$ cat config.mk
export PLATFORM = sky130hd
export DESIGN_NAME = jk_cmd_sequencer
export DESIGN_NICKNAME = d
export VERILOG_FILES = /design/src/rtl/jk_cmd_sequencer.sv
export SDC_FILE = /design/constraint.sdc
export NUM_CORES = 1
export LEC_CHECK = 0
export ABC_CLOCK_PERIOD_IN_PS = 2150
export CAP_MARGIN = 40
export CORE_MARGIN = 4
export CORE_UTILIZATION = 48
export CTS_CLUSTER_DIAMETER = 200
export DETAILED_ROUTE_END_ITERATION = 10
export PLACE_DENSITY = 0.72
export RECOVER_POWER = 100
export SYNTH_ARGS = -nofsm -noshare
export SYNTH_HDL_FRONTEND = slang
export SYNTH_SLANG_ARGS = --single-unit
$ cat constraint.sdc
create_clock -name clk -period 2.15 [get_ports clk]
set_input_delay 0.3225 -clock clk [delete_from_list [all_inputs] [get_ports clk]]
set_output_delay 0.3225 -clock clk [all_outputs]
set_load 0.01 [all_outputs]
$ cat src/rtl/jk_cmd_sequencer.sv
// Queues 2-bit JK commands, issues them onto J/K one per cycle, and checks the
// returned Q against a behavioural expectation, halting on the first divergence.
module jk_cmd_sequencer #(
    parameter int DEPTH = 4,
    parameter int CNT_W = 8
) (
    input  logic             clk,
    input  logic             rst,
    input  logic             cmd_valid,
    input  logic [1:0]       cmd_code,
    output logic             cmd_ready,
    output logic             J,
    output logic             K,
    input  logic             Q,
    input  logic             clear_err,
    output logic             busy,
    output logic             mismatch,
    output logic [CNT_W-1:0] issued_cnt,
    output logic [1:0]       o_dbg_state
);

    localparam int AW = $clog2(DEPTH);

    typedef enum logic [1:0] {
        S_IDLE = 2'd0,
        S_RUN  = 2'd1,
        S_HALT = 2'd2
    } state_t;

    state_t           r_state;
    state_t           w_state_nxt;
    logic [1:0]       r_mem [DEPTH];
    logic [AW:0]      r_wr_ptr;
    logic [AW:0]      r_rd_ptr;
    logic             r_j;
    logic             r_k;
    logic             r_active;
    logic [CNT_W-1:0] r_cnt;
    logic             r_mismatch;
    logic             r_track_valid;
    logic             r_exp_q;
    logic             r_s1_valid;
    logic             r_s1_exp;
    logic             r_s2_valid;
    logic             r_s2_exp;

    logic             w_empty;
    logic             w_full;
    logic             w_push;
    logic             w_pop;
    logic [1:0]       w_head;
    logic             w_exp_nxt;
    logic             w_tv_nxt;
    logic             w_cmp_fail;

    // Handshake: a command transfers at a rising edge when cmd_valid and
    // cmd_ready are both 1; cmd_ready is derived only from registered FIFO state.
    assign w_empty   = (r_wr_ptr == r_rd_ptr);
    assign w_full    = (r_wr_ptr[AW] != r_rd_ptr[AW]) &&
                       (r_wr_ptr[AW-1:0] == r_rd_ptr[AW-1:0]);
    assign w_push    = cmd_valid && !w_full;
    assign w_head    = r_mem[r_rd_ptr[AW-1:0]];
    assign cmd_ready = !w_full;

    // Expected Q after the head command takes effect on the downstream flip-flop.
    always_comb begin
        w_exp_nxt = r_exp_q;
        w_tv_nxt  = r_track_valid;
        case (w_head)
            2'b10: begin w_exp_nxt = 1'b1;     w_tv_nxt = 1'b1; end
            2'b01: begin w_exp_nxt = 1'b0;     w_tv_nxt = 1'b1; end
            2'b11: begin w_exp_nxt = ~r_exp_q; end
            default: begin w_exp_nxt = r_exp_q; end
        endcase
    end

    assign w_cmp_fail = r_s2_valid && (Q != r_s2_exp);

    always_comb begin
        w_state_nxt = r_state;
        w_pop       = 1'b0;
        if (w_cmp_fail) begin
            w_state_nxt = S_HALT;
        end else begin
            case (r_state)
                S_IDLE: begin
                    if (!w_empty) begin
                        w_pop       = 1'b1;
                        w_state_nxt = S_RUN;
                    end
                end
                S_RUN: begin
                    if (!w_empty) begin
                        w_pop = 1'b1;
                    end else begin
                        w_state_nxt = S_IDLE;
                    end
                end
                S_HALT: begin
                    if (clear_err) begin
                        w_state_nxt = w_empty ? S_IDLE : S_RUN;
                    end
                end
                default: w_state_nxt = S_IDLE;
            endcase
        end
    end

    always_ff @(posedge clk or negedge rst) begin
        if (!rst) begin
            r_state <= S_IDLE;
        end else begin
            r_state <= w_state_nxt;
        end
    end

    // Storage needs no reset: the pointers alone define which entries are live.
    always_ff @(posedge clk) begin
        if (w_push) begin
            r_mem[r_wr_ptr[AW-1:0]] <= cmd_code;
        end
    end

    always_ff @(posedge clk or negedge rst) begin
        if (!rst) begin
            r_wr_ptr <= '0;
            r_rd_ptr <= '0;
        end else begin
            if (w_push) begin
                r_wr_ptr <= r_wr_ptr + {{AW{1'b0}}, 1'b1};
            end
            if (w_pop) begin
                r_rd_ptr <= r_rd_ptr + {{AW{1'b0}}, 1'b1};
            end
        end
    end

    always_ff @(posedge clk or negedge rst) begin
        if (!rst) begin
            r_j      <= 1'b0;
            r_k      <= 1'b0;
            r_active <= 1'b0;
            r_cnt    <= '0;
        end else begin
            r_j      <= w_pop ? w_head[1] : 1'b0;
            r_k      <= w_pop ? w_head[0] : 1'b0;
            r_active <= w_pop;
            if (w_pop) begin
                r_cnt <= r_cnt + {{(CNT_W-1){1'b0}}, 1'b1};
            end
        end
    end

    // Two-stage delay: J/K driven after edge E, captured downstream at E+1, checked at E+2.
    always_ff @(posedge clk or negedge rst) begin
        if (!rst) begin
            r_track_valid <= 1'b0;
            r_exp_q       <= 1'b0;
            r_s1_valid    <= 1'b0;
            r_s1_exp      <= 1'b0;
            r_s2_valid    <= 1'b0;
            r_s2_exp      <= 1'b0;
        end else begin
            if (w_pop) begin
                r_track_valid <= w_tv_nxt;
                r_exp_q       <= w_exp_nxt;
            end
            r_s1_valid <= w_pop && w_tv_nxt;
            r_s1_exp   <= w_exp_nxt;
            r_s2_valid <= r_s1_valid;
            r_s2_exp   <= r_s1_exp;
        end
    end

    always_ff @(posedge clk or negedge rst) begin
        if (!rst) begin
            r_mismatch <= 1'b0;
        end else if (w_cmp_fail) begin
            r_mismatch <= 1'b1;
        end else if (clear_err) begin
            r_mismatch <= 1'b0;
        end
    end

    assign J           = r_j;
    assign K           = r_k;
    assign busy        = !w_empty || ((r_state == S_RUN) && r_active);
    assign mismatch    = r_mismatch;
    assign issued_cnt  = r_cnt;
    assign o_dbg_state = r_state;

endmodule
==> key figures <==
Timing
  • Final setup violation count: 0
  • Crit share post-route: 93.7%
  • Shortest period the worst path allows: 2.02 ns
  • Final hold vios: 0
  • Final setup TNS: 0 ns
  • Max transition margin: 9.85%
  • Max Freq: 0.496 GHz
  • Max-slew violation count: 0
  • WHS: 0.359 ns
  • Worst Tran Pin Value: 1.35 ns
  • Layout Skew: 0.00753 ns
  • RSZ-0062 raised after global routing: no

Placed design
  • Final GP Congestion: 0.768
  • Port bufs: 21
  • Post-detail-place hpwl: 1880 um

Clock tree
  • CTS Buf Count: 5
  • Longest Clk Path Bufs: 2
  • CTS tree: yes
  • H-Tree Depth: 2
  • Clock Sink Count: 34
  • Hold Buf Count CTS: 0
  • Root Driver: clkbuf_4
  • Worst skew pair latency: 0.33 ns
  • Clk pin slew, worst setup/hold paths: 0.10 ns

Critical path
  • Sum of buffers and inverters on the critical path: 2
  • Critical path type: register to primary output
  • CP max stage cell: clkdlybuf4s50_1
  • Worst path max stage delay: 0.48 ns
  • Worst-path cell chain: xnor2_2, clkbuf_2, nand3_1, clkdlybuf4s50_1
  • Critical Path AT: 1.69 ns
  • CP required: 1.83 ns
  • Worst-path maximum fanout: 4
  • Crit start category: register
  • Worst path top cell family by delay: buffers and inverters
  • Crit path capture type: primary output

Synthesis
  • Largest family of logic cells by synthesized area: XOR/XNOR gates
  • Synthesized area per cell: 13.9 sq um
  • #FFs+latches synth: 34
  • Synth top cells by count: dfrtp_1 (26), xnor2_1 (10), inv_1 (9)
  • Yosys top cell area share: 43.0%
  • Post-synth top flop: dfrtp_1
  • Synth Net Count: 122
  • Count of different cell masters after synthesis: 31
  • Post-synthesis cell count: 109
  • Multiplexer area fraction after synthesis: 5.62%
  • Post-Syn Area: 1510 sq um
  • Most common cell in the netlist: dfrtp_1
  • Xor-xnor portion of the synthesized cell area: 11.3%
  • Yosys warns: 0
  • Post-synthesis compound-gate area fraction: 6.45%
  • Post-synth EDFFs: 8
  • FFs w/ async S/R, synth: 76.5%
  • Sequential cell area fraction in the yosys report: 58.9%
  • Area leader, netlist: dfrtp_1
  • Synth area leaders: dfrtp_1 (43%), edfxtp_1 (16%), xnor2_1 (5.8%), ha_1 (5.0%), mux4_1 (3.5%)
  • Adder-Cell Fraction of Synth Area: 4.96%
  • Post-Synth Simple-Gate Area: 10.5%

Global route
  • GR peak layer: met2
  • GR Util met2: 23.5%
  • GR Util met3: 6.15%
  • Met1 usage: 18.3%
  • First-pass GRT wire length: 4600 um
  • Antenna violations before repair: 0
  • GRT Total Usage: 14.9%
  • Vias in the first global route: 954
  • Largest net degree at the start of global routing: 27
  • GR Overflow Total: 0

Die
  • Die Wd: 64.1 um
  • Initial Utilization: 50.0%
  • Die height: 64.1 um
  • Die area: 4110 sq um
  • I/O pins: 22
  • Core area: 3030 sq um
  • Row cnt: 20

Cells and area
  • Nets: 161
  • Layout cells sized above 1: 18.9%
  • P&R area growth vs syn: 25.3%
  • Diode count: 0

Detailed routing
  • Routed wire length: 2590 um
  • Final ANT Viol Nets: 0
  • Vias: 948
  • DRT Pass-1 Iters: 4
  • Vias per cell: 4.94
  • Drt wl/cell: 13.5 um
  • DR DRC count: 0
  • Drt first-iter violations: 34

Power
  • Leakage: 0.819 nW
  • Clock power share: 11.6%
  • PwrDens: 1590 nW/um^2
  • Seq pwr share: 38.3%
  • Int Power: 1.89 mW
  • Sw Share: 37.6%
  • Comb power frac: 50.1%
  • NetSw: 1.14 mW
  • Max VDD drop: 0.000627 V

Outcome
  • Outcome: finished clean

Flow run
  • Max cap viols: 0

Min path
  • Hold Path Class: register to register
==> worst paths after layout <==
kind,startpoint,end,slack (ns),cells after the start
hold / removal,r_s1_exp$_DFF_PN0_,r_s2_exp$_DFF_PN0_,0.36,0
hold reg to reg,r_s1_exp$_DFF_PN0_,r_s2_exp$_DFF_PN0_,0.36,0
max in group asynchronous,rst,r_rd_ptr[1]$_DFFE_PN0N_,0.44,2
setup / recovery,r_wr_ptr[1]$_DFFE_PN0P_,cmd_ready,0.13,4
min in group asynchronous,rst,mismatch$_DFFE_PN0P_,0.81,2
setup reg to reg,r_rd_ptr[0]$_DFFE_PN0N_,r_track_valid$_DFFE_PN0N_,0.29,4
==> area by class of cell <==
class	count	area, sq um
Tap cell	44	55.1
Multi-Input combinational cell	66	573
Timing Repair Buffer	32	282
Inverter	9	33.8
Fill cell	248	1130
Clock buffer	7	55.1
Sequential cell	34	897
==> power groups by stage <==
stage          sequential [mW]  combinational, mW  clock (mW)
2_1_floorplan             1.20              0.890           0
3_3_place_gp              1.19               1.46           0
3_5_place_dp              1.20               1.50           0
4_1_cts                   1.18               1.61       0.368
5_1_grt                   1.19               1.69       0.402
6_report                  1.16               1.51       0.352
==> routing by layer <==
metal	vias up	wire length, um
li1	459	-
met1	461	1100
met2	23	1310
met3	5	153
met4	0	31
met5	-	0
==> placed cells by master (no fill, tap or decap), types with 2 or more instances in the layout <==
| cell | Yosys | routed |
|---|---|---|
| nand2_1 | 5 | 5 |
| clkbuf_1 | 0 | 4 |
| xnor2_2 | 3 | 3 |
| nor2_1 | 4 | 4 |
| nand3_1 | 5 | 5 |
| inv_1 | 9 | 9 |
| xnor2_1 | 10 | 10 |
| dfrtp_1 | 26 | 21 |
| nand4_1 | 3 | 3 |
| dlygate4sd3_1 | 0 | 17 |
| edfxtp_1 | 8 | 8 |
| buf_4 | 0 | 6 |
| mux4_1 | 2 | 2 |
| dfrtp_2 | 0 | 5 |
| mux2_2 | 2 | 2 |
| xor2_1 | 4 | 3 |
| and2_0 | 0 | 4 |
| o21ai_0 | 2 | 2 |
| clkdlybuf4s50_1 | 0 | 3 |
| clkbuf_4 | 0 | 6 |
| ha_1 | 6 | 6 |
==> stage by stage <==
step	util (%)	std cells	instance area, sq um	power, mW	setup WS (ns)
after floorplan	-	109	1510	2.09	0.522
after global placement	59.7	178	1810	2.65	0.256
after detailed placement	59.7	178	1810	2.70	0.199
after CTS	62.8	188	1900	3.15	0.000879
after global routing	62.6	192	1900	3.29	0.0440
final	62.6	192	1900	3.02	0.135
==> cells by family after synthesis <==
family,after synthesis
AOI/OAI and AO/OA,10
xor gates and xnor gates,17
adders and majority gates,6
buffers and inverters,9
DFF,34
muxes,5
and+or+nand+nor,28
==> sequential cells by signal, summed over array words and instances, names as in the netlist <==
| signal | count |
|---|---|
| K | 1 |
| J | 1 |
| mismatch | 1 |
| r_active | 1 |
| r_track_valid | 1 |
| r_s1_exp | 1 |
| r_rd_ptr | 3 |
| r_s1_valid | 1 |
| r_exp_q | 1 |
| r_wr_ptr | 3 |
| o_dbg_state | 2 |
| r_s2_valid | 1 |
| r_s2_exp | 1 |
| r_mem | 8 |
| issued_cnt | 8 |
==> what timing repair did <==
action,4_1_cts,5_1_grt
setup buffers,3,4
setup endpoints to repair,1,1
pin swaps,1,3
resized for setup,4,5
(Power assumes the default switching activity.)
